==> config.mk <==
export PLATFORM = sky130hd
export DESIGN_NAME = prbs_tx_gen
export DESIGN_NICKNAME = d
export VERILOG_FILES = /design/src/rtl/prbs_tx_gen_pkg.sv /design/src/rtl/prbs_tx_gen_unroll.sv /design/src/rtl/prbs_tx_gen.sv
export SDC_FILE = /design/constraint.sdc
export NUM_CORES = 1
export LEC_CHECK = 0
export ABC_AREA = 1
export ABC_CLOCK_PERIOD_IN_PS = 5500
export CAP_MARGIN = 0
export CORE_MARGIN = 1
export CORE_UTILIZATION = 30
export CTS_CLUSTER_DIAMETER = 40
export CTS_CLUSTER_SIZE = 24
export DETAILED_ROUTE_END_ITERATION = 6
export PLACE_DENSITY = 0.49
export SLEW_MARGIN = 20
export SYNTH_ARGS = -nofsm -noshare
export SYNTH_HDL_FRONTEND = slang
export SYNTH_SLANG_ARGS = --single-unit
==> constraint.sdc <==
create_clock -name clk -period 5.5 [get_ports clk]
set_clock_uncertainty 0.05 [all_clocks]
set_input_delay 0.825 -clock clk [delete_from_list [all_inputs] [get_ports clk]]
set_output_delay 0.825 -clock clk [all_outputs]
set_load 0.05 [all_outputs]
==> src/rtl/prbs_tx_gen_pkg.sv <==
// prbs_pack: shared PRBS constants, FSM encoding and LFSR advance helper
package prbs_pack;
    localparam int NPRBS = 32;

    typedef enum logic [1:0] {IDLE, LOAD, RUN} prbs_fsm_t;

    function automatic logic [NPRBS-1:0] prbs_advance(input logic [NPRBS-1:0] state,
                                                      input logic [NPRBS-1:0] eqn,
                                                      input int steps);
        logic [NPRBS-1:0] s;
        s = state;
        for (int i = 0; i < steps; i++) s = {s[NPRBS-2:0], ^(s & eqn)};
        return s;
    endfunction
endpackage

==> src/rtl/prbs_tx_gen_unroll.sv <==
// prbs_word_unroll: combinational Nti-step Fibonacci LFSR unroll, bit 0 is the earliest step
module prbs_word_unroll
    import prbs_pack::*;
#(
    parameter int Nti   = 16,
    parameter int Nprbs = NPRBS
) (
    input  logic [Nprbs-1:0] state,
    input  logic [Nprbs-1:0] eqn,
    output logic [Nprbs-1:0] next_state,
    output logic [Nti-1:0]   word
);
    always_comb begin
        next_state = state;
        word       = '0;
        for (int i = 0; i < Nti; i++) begin
            word[i]    = ^(next_state & eqn);
            next_state = {next_state[Nprbs-2:0], word[i]};
        end
    end
endmodule

==> src/rtl/prbs_tx_gen.sv <==
// prbs_tx_gen: parallel PRBS source with valid/ready output and periodic single-bit error injection
module prbs_tx_gen
    import prbs_pack::*;
#(
    parameter int Nti   = 16,
    parameter int Nprbs = NPRBS
) (
    input  logic                   clk,
    input  logic                   rst,
    input  logic                   en,
    input  logic [Nprbs-1:0]       prbs_eqn,
    input  logic [Nprbs-1:0]       prbs_seed,
    input  logic [31:0]            err_inj_period,
    input  logic [$clog2(Nti)-1:0] err_inj_lane,
    output logic [Nti-1:0]         data_out,
    output logic                   data_valid,
    input  logic                   data_ready,
    output logic [63:0]            words_sent,
    output logic [31:0]            errs_injected
);
    prbs_fsm_t fsm, fsm_next;
    logic [Nprbs-1:0] lfsr, lfsr_next;
    logic [Nti-1:0]   word, inj_mask;
    logic [31:0]      inj_cnt;
    logic             inj_hit, inj_flag;

    prbs_word_unroll #(.Nti(Nti), .Nprbs(Nprbs)) u_unroll (
        .state      (lfsr),
        .eqn        (prbs_eqn),
        .next_state (lfsr_next),
        .word       (word)
    );

    assign inj_hit  = (err_inj_period != 32'd0) && (inj_cnt == err_inj_period - 32'd1);
    assign inj_mask = inj_hit ? Nti'(1) << err_inj_lane : '0;

    always_comb begin
        fsm_next = (fsm == IDLE) ? (en ? LOAD : IDLE) :
                   (fsm == LOAD) ? RUN : (en ? RUN : IDLE);
    end

    always_ff @(posedge clk or posedge rst) begin
        if (rst) fsm <= IDLE;
        else     fsm <= fsm_next;
    end

    // inj_flag travels with data_out so the injected count follows acceptance, not generation
    always_ff @(posedge clk or posedge rst) begin
        if (rst) begin
            lfsr          <= '0;
            data_out      <= '0;
            data_valid    <= 1'b0;
            inj_flag      <= 1'b0;
            inj_cnt       <= '0;
            words_sent    <= '0;
            errs_injected <= '0;
        end else begin
            if (data_valid && data_ready) begin
                words_sent <= words_sent + 64'd1;
                if (inj_flag) errs_injected <= errs_injected + 32'd1;
            end
            case (fsm)
                IDLE: inj_cnt <= '0;
                LOAD: begin
                    lfsr    <= (prbs_seed == '0) ? Nprbs'(1) : prbs_seed;
                    inj_cnt <= '0;
                end
                RUN: begin
                    if (!en) begin
                        data_valid <= 1'b0;
                        data_out   <= '0;
                        inj_flag   <= 1'b0;
                    end else if (!data_valid || data_ready) begin
                        data_out   <= word ^ inj_mask;
                        inj_flag   <= inj_hit;
                        lfsr       <= lfsr_next;
                        data_valid <= 1'b1;
                        inj_cnt    <= inj_hit ? 32'd0 : inj_cnt + 32'd1;
                    end
                end
                default: ;
            endcase
        end
    end
endmodule

==> out/metrics.cfg, run 1 <==
[run_status]
run_status=finished, violations left
violations=negative setup slack

[routing]
drt_wl_total_um=70000
postRouteAntennaNets=0
wl_per_cell_um=16.67
drt_iter0_drc=1372
drc=0
vias=19820
viasPerCell=4.720
detail_route.first_pass.iterations=5

[logic_synthesis]
async_reset_ff_share_pct=100.0
synth_nets=3096
synth-adder-area-share_pct=0.2661
synth_top_family_by_area=simple AND/OR/NAND/NOR gates
syn_area_um2=18810
synth_top_area_share_pct=23.95
ys_types=53
ys_ff_latch=180
synth_xor_area_share_pct=23.84
ys_seq_area_share_pct=23.95
syn_area_per_cell_um2=6.295
synth_area_leaders=dfrtp_1 (24%), nand2_1 (23%), xnor2_1 (13%)
ys_warn_count=0
syn_inst=2988
synthFlopType=dfrtp_1
synth_edf_count=0
synthSimpleGateAreaFrac_pct=36.60
muxShareOfSynthArea_pct=0
yosys.area.top_type=dfrtp_1
synth-compound-area-share_pct=5.594

[clock_tree]
clk_path_buf_depth=2
clk_latency_ns=0.51
cts.clk_slew.worst_paths_ns=0.08
cts_sinks=180
tritoncts=yes
cts_hold_buf=0
htreeDepth=4
cts-buffers-inserted=17
clock-root-buffer=clkbuf_16

[worst_setup_path]
worst_path_max_delay_cell=dfrtp_2
worstPathMaxFanout=6
start_kind=flop
worst_setup_path_end_kind=flop
crit_path_max_incr_delay_ns=0.46
cp.arrival_ns=6.81
crit_path_frequent_cell=nand2_4
critPathRequiredTime_ns=5.85
crit_type=reg -> reg

[placed_design]
dpl_cell_area_um2=23160
globalplace.congestion=0.9181
hpwl_um=53870
portBuffers=216

[cells_and_area]
final_common_cell=nand2_1
mostFrequentLayoutCells=nand2_1 (956), inv_1 (265), xnor2_1 (261)
final_core_util_pct=41.23
drive_gt1_share_pct=20.77
fin_nets=3456
design_area_um2=25490
syn2layout_area_growth_pct=35.53

[global_route]
grt_usage_pct=21.80
grt_pass1_wl_um=108200
antenna_found_initial=2
grt_max_degree=87
grt_overflow_total=0
grt_pass1_vias=19300

[timing]
hold_viol_final=0
relSlewSlack_pct=41.99
fin_crit_sh_pct=117.6
worst_slack_ns=-0.9658
setup_viol=10
grt_setup_unrepaired=yes
slew_viol_final=0
period_minus_slack_ns=6.466
tightest_slew_ns=0.8648
fmax_mhz=154.7

[run]
cap_violations=0

[floorplanning]
rows=91
ios=217
die_h_um=252.4
die_area_um2=63710
core_area_um2=61830
fp.dieW_um=252.4
initial_core_util_pct=30.43

[min_path]
hold_class=reg -> reg

-- synthesized netlist by cell type, types with 29 or more instances --
master,instances
nand4_1,47
inv_1,290
clkbuf_1,59
nand3_1,122
buf_2,45
o21ai_0,39
xnor2_1,281
nand2_1,1154
nor3_1,54
a21oi_1,71
dfrtp_1,180
xor2_1,224
nor2_1,202
nor4_1,29
-- worst paths after layout --
kind,startpoint,end,slack [ns],cells past startpoint
max in group asynchronous,rst,lfsr[4]$_DFFE_PP0P_,3.59,3
worst max register to register,lfsr[5]$_DFFE_PP0P_,data_out[15]$_DFFE_PP0P_,-0.97,52
worst max-delay path,lfsr[5]$_DFFE_PP0P_,data_out[15]$_DFFE_PP0P_,-0.97,52
min in group asynchronous,rst,errs_injected[31]$_DFFE_PP0P_,0.78,2
worst min-delay path,fsm[1]$_DFF_PP0_,fsm[0]$_DFF_PP0_,0.39,1
worst min register to register,fsm[1]$_DFF_PP0_,fsm[0]$_DFF_PP0_,0.39,1
-- kinds of logic after synthesis --
family / after synthesis
flip-flops: 180
adder cells (fa/ha/maj): 4
buffers and inverters: 451
XOR/XNOR: 508
AND/OR/NAND/NOR: 1669
AO/OA/AOI/OAI: 176
-- layout make-up --
| class | instances | area (um2) |
|---|---|---|
| clock buffers | 17 | 425.4 |
| well taps | 837 | 1047 |
| diodes | 2 | 5.005 |
| fillers | 6443 | 36330 |
| inverters | 314 | 1196 |
| flip-flops and latches | 180 | 4523 |
| clock inverters | 15 | 209.0 |
| repair buffers | 478 | 4289 |
| multi-input cells | 2357 | 13800 |
-- metrics by stage --
stage | hold slack, ns | cells | worst slack, ns | TNS [ns]
floorplan | 0.3600 | 2988 | -0.2874 | -0.8883
global placement | 0.3693 | 4121 | -1.793 | -17.45
detailed placement | 0.3866 | 4121 | -2.011 | -20.32
CTS | 0.3968 | 4175 | -0.7176 | -4.269
global route | 0.4118 | 4200 | -1.469 | -10.99
finish | 0.3939 | 4200 | -0.9658 | -6.655
-- state kept, by name, indices dropped and copies added, names as in the netlist --
register	flops
data_out	16
data_valid	1
errs_injected	32
fsm	2
inj_cnt	32
inj_flag	1
lfsr	32
words_sent	64
-- layer usage --
metal / GRT usage (%) / part of all wire (%)
met5: 0 / 0
met2: 37.37 / 49
met3: 2.956 / 4.1
met1: 28.11 / 45
met4: 6.926 / 2.2
-- critical path: cells and delay by family (launching register included) --
family | cells | cell delay, ns
and+or+nand+nor | 41 | 4.33
buffers and inverters | 8 | 0.81
xor gates and xnor gates | 3 | 0.71
DFF | 1 | 0.46
-- timing repair --
item                       in CTS  in global routing
setup endpoints to repair      13                 13
pin swaps                      72                124
resized for setup             286                278
buffers inserted               22                 26
Power of run 1 is left out: the tool's default activity adds up to more than one toggle a clock period on the data nets, which glitch-free logic cannot reach.
==> run 2: changes to the inputs <==
- SETUP_SLACK_MARGIN: default -> 0.3
- SKIP_LAST_GASP: default -> 1
==> run 2 against run 1 <==
The run still ends with negative setup slack left; first-iteration DRC count shrank 3.3%; final cell count fell by 0.98%; sequential share of layout area rose by 0.59 points; die area is the same; via count is 0.74% lower; flip-flop and latch count stayed put; non-clock buffer count is 40 lower; critical path depth rose by 14; worst hold slack worse by 0.0089 ns; setup slack got worse by 0.043 ns; count of clock-buffer cells in the layout rose by 2; global-route usage fell by 0.54 points.
==> out/metrics.cfg, run 2 (synthesis results as in run 1) <==
[run_status]
run_status=finished, violations left
violations=negative setup slack

[clock_tree]
cts_hold_buf=0
cts_sinks=180
tritoncts=yes
cts.clk_slew.worst_paths_ns=0.07
clk_path_buf_depth=2
cts-buffers-inserted=17
clock-root-buffer=clkbuf_16
htreeDepth=4
clk_latency_ns=0.50

[floorplanning]
rows=91
die_h_um=252.4
ios=217
fp.dieW_um=252.4
initial_core_util_pct=30.43
core_area_um2=61830
die_area_um2=63710

[routing]
drt_wl_total_um=68120
wl_per_cell_um=16.38
viasPerCell=4.731
drc=0
drt_iter0_drc=1327
detail_route.first_pass.iterations=7
postRouteAntennaNets=0
vias=19680

[min_path]
hold_end=fsm[0]$_DFF_PP0_
hold_class=reg -> reg
hold_path_startpoint=fsm[1]$_DFF_PP0_
hold_depth=1

[global_route]
grt_max_degree=90
grt_pass1_vias=18940
grt_overflow_total=0
grt_usage_pct=21.26
antenna_found_initial=1
grt_pass1_wl_um=105400

[timing]
hold_viol_final=0
grt_setup_unrepaired=yes
worst_hold_slack_ns=0.3850
slew_viol_final=0
setup_viol=11
fmax_mhz=153.6
worst_slack_ns=-1.009
tightest_slew_ns=0.8478
period_minus_slack_ns=6.509
fin_crit_sh_pct=118.3
relSlewSlack_pct=42.96

[cells_and_area]
design_area_um2=24660
mostFrequentLayoutCells=nand2_1 (1003), xnor2_1 (274), inv_1 (270)
largest_reg_flops=64
fin_nets=3416
drive_gt1_share_pct=17.71
regMostFlops=words_sent
syn2layout_area_growth_pct=31.09
final_common_cell=nand2_1

[worst_setup_path]
cp.arrival_ns=6.88
r2r_setup_slack_ns=-0.92
start_kind=primary input
worst_path_max_delay_cell=xor2_2
r2r_cells=65
worst_setup_path_end_kind=flop
critPathRequiredTime_ns=5.87
r2r-start=lfsr[17]$_DFFE_PP0P_
crit_path_max_incr_delay_ns=0.23
crit_type=in -> reg
worstPathMaxFanout=7
crit_family=simple AND/OR/NAND/NOR gates
crit_path_frequent_cell=nand2_2
reg2reg_to=data_out[14]$_DFFE_PP0P_
path_buf_inv=13

[placed_design]
dpl_cell_area_um2=23020
hpwl_um=52580
portBuffers=216
place_ws_ns=-1.990
globalplace.congestion=0.8863

[run]
cap_violations=0

-- run 2: cell count changes in the layout (fill, tap and decap cells not counted), moves of 12 or more --
cell / previous run / this run
buf_4: 210 / 182
nand2_1: 956 / 1003
nand2_2: 160 / 132
nand2_4: 56 / 39
xnor2_1: 261 / 274
xnor2_2: 20 / 8
-- run 2: area by class of cell --
| cell class | instances | area [um2] |
|---|---|---|
| Sequential cell | 180 | 4521 |
| Inverter | 314 | 1190 |
| Multi-Input combinational cell | 2357 | 13380 |
| Antenna cell | 1 | 2.502 |
| Tap cell | 837 | 1047 |
| Fill cell | 6602 | 37170 |
| Clock inverter | 13 | 162.7 |
| Clock buffer | 19 | 452.9 |
| Timing Repair Buffer | 438 | 3900 |
-- run 2: worst max path at each step --
| stage | from | end | slack [ns] | cells past startpoint |
|---|---|---|---|---|
| after global placement | prbs_eqn[4] | lfsr[0]$_DFFE_PP0P_ | -1.84 | 63 |
| after global routing | prbs_eqn[26] | data_out[14]$_DFFE_PP0P_ | -1.49 | 70 |
| after CTS | lfsr[15]$_DFFE_PP0P_ | data_out[15]$_DFFE_PP0P_ | -0.79 | 67 |
| after floorplan | prbs_eqn[23] | lfsr[0]$_DFFE_PP0P_ | -0.25 | 67 |
| final | prbs_eqn[26] | data_out[14]$_DFFE_PP0P_ | -1.01 | 66 |
| after detailed placement | prbs_eqn[4] | data_out[15]$_DFFE_PP0P_ | -1.99 | 62 |
-- run 2: layer usage --
layer  vias to the layer above  GRT usage (%)  wire length, um
met5                         -              0                0
met4                         0          7.221             1695
met3                        71          3.018             2974
li1                       9871              -                -
met2                       454          34.49            31610
met1                      9280          28.74            31840
-- run 2: metrics by stage --
stage          TNS, ns  util, %  instances
2_1_floorplan  -0.6479        -       2988
3_3_place_gp    -18.65    37.24       4092
3_5_place_dp    -21.10    37.24       4092
4_1_cts         -4.761    38.92       4141
5_1_grt         -11.77    39.88       4159
6_report        -6.690    39.88       4159
-- run 2: repair_timing --
action | CTS | global route
endpoints found under the setup margin | 17 | 16
gates resized for setup | 222 | 168
pin swaps | 89 | 100
buffers inserted | 17 | 17
Power of run 2 is left out for the same reason.
==> run 3: changes to the inputs <==
- CTS_CLUSTER_DIAMETER: 40 -> default
- TNS_END_PERCENT: default -> 20
==> run 3 against run 2 <==
The run still ends with negative setup slack left; final cell count increased by 1.1%; flip-flop and latch count unchanged; utilization increased by 0.71 points; routed wire length increased by 2.0%; die area unchanged; count of clock-buffer cells in the layout decreased by 2; setup slack improved by 0.11 ns; worst hold slack improved by 0.00069 ns; sequential share of layout area decreased by 0.30 points; via count increased by 0.91%; first-iteration DRC count increased by 2.0%; global-route usage increased by 0.45 points; critical path type unchanged.
==> out/metrics.cfg, run 3 (synthesis results as in run 1) <==
[routing]
postRouteAntennaNets=0
drt_wl_total_um=69510
drt_iter0_drc=1354
detail_route.first_pass.iterations=7
wl_per_cell_um=16.53
viasPerCell=4.723
vias=19860
drc=0

[run]
cap_violations=0

[floorplanning]
rows=91
die_area_um2=63710
core_area_um2=61830
initial_core_util_pct=30.43
fp.dieW_um=252.4
ios=217
die_h_um=252.4

[worst_setup_path]
cp.arrival_ns=6.74
path_buf_inv=7
crit_path_frequent_cell=nand2_2
start_kind=primary input
crit_family=simple AND/OR/NAND/NOR gates
worst_path_max_delay_cell=clkdlybuf4s15_2
crit_path_max_incr_delay_ns=0.22
critPathRequiredTime_ns=5.85
crit_type=in -> reg
worst_setup_path_end_kind=flop
worstPathMaxFanout=8

[cells_and_area]
fin_nets=3461
syn2layout_area_growth_pct=33.42
regMostFlops=words_sent
final_common_cell=nand2_1
mostFrequentLayoutCells=nand2_1 (971), inv_1 (266), xnor2_1 (265)
drive_gt1_share_pct=20.17
largest_reg_flops=64
fillers=6511
design_area_um2=25100

[clock_tree]
clk_latency_ns=0.51
cts.clk_slew.worst_paths_ns=0.08
cts-buffers-inserted=17
htreeDepth=4
clock-root-buffer=clkbuf_16
cts_sinks=180
clk_path_buf_depth=2
tritoncts=yes

[global_route]
grt_overflow_total=0
grt_max_degree=103
grt_pass1_wl_um=107800
antenna_found_initial=1
grt_pass1_vias=19330
grt_usage_pct=21.71

[timing]
relSlewSlack_pct=36.46
hold_viol_final=0
slew_viol_final=0
worst_slack_ns=-0.8976
period_minus_slack_ns=6.398
fmax_mhz=156.3
tightest_slew_ns=0.9444
setup_viol=10
fin_crit_sh_pct=116.3
grt_setup_unrepaired=yes

[run_status]
run_status=finished, violations left
violations=negative setup slack

[placed_design]
dpl_cell_area_um2=23170
hpwl_um=53450
globalplace.congestion=0.9105
portBuffers=216

[min_path]
hold_class=reg -> reg

## run 3: what timing repair did
action	4_1_cts	5_1_grt
pin swaps	80	120
buffers inserted	23	19
hold buffers	0	0
endpoints found under the hold margin	0	0
setup endpoints to repair	15	16
gates cloned	0	0
resized for setup	234	253
## run 3: layer usage
metal  track usage [%]  vias up  part of all wire (%)
li1                  -     9951                     -
met1             27.94     9450                    46
met2             37.26      385                    48
met3             3.388       70                   3.8
met4             6.199        0                   2.2
met5                 0        -                     0
## run 3: layout make-up
type,instances,area (um2),share of cell area [%]
tap,837,1047,4.173
clock inverter,15,155.1,0.6182
sequential,180,4527,18.04
timing repair buffer,483,4233,16.87
multi-input combinational,2357,13520,53.88
antenna,1,2.502,0.009971
clock buffer,17,425.4,1.695
inverter,314,1185,4.721
## run 3: worst register-to-register path, delay by kind of cell, from the launching register on
kind	cells	cell delay [ns]
DFF	1	0.45
and+or+nand+nor	61	5.32
AOI/OAI and AO/OA	1	0.11
buffers and inverters	4	0.38
## run 3: path summary, 6_finish.rpt
path	from	endpoint	cells after the start	slack, ns
setup reg to reg	lfsr[23]$_DFFE_PP0P_	lfsr[0]$_DFFE_PP0P_	66	-0.90
min in group asynchronous	rst	errs_injected[31]$_DFFE_PP0P_	2	0.79
max in group asynchronous	rst	lfsr[6]$_DFFE_PP0P_	3	3.43
hold reg to reg	fsm[1]$_DFF_PP0_	fsm[0]$_DFF_PP0_	1	0.39
setup / recovery	prbs_eqn[3]	lfsr[0]$_DFFE_PP0P_	68	-0.90
hold / removal	fsm[1]$_DFF_PP0_	fsm[0]$_DFF_PP0_	1	0.39
## run 3: through the flow
stage / TNS (ns) / setup WS [ns] / hold WS [ns] / std cells / utilization, %
global placement: -17.64 / -1.897 / 0.3704 / 4129 / 37.48
floorplan: -0.8959 / -0.2889 / 0.3600 / 2988 / -
CTS: -4.504 / -0.8165 / 0.3907 / 4184 / 39.35
finish: -5.667 / -0.8976 / 0.3857 / 4204 / 40.59
detailed placement: -19.24 / -2.049 / 0.3801 / 4129 / 37.48
global route: -10.91 / -1.434 / 0.4125 / 4204 / 40.59
Power of run 3 is left out for the same reason.
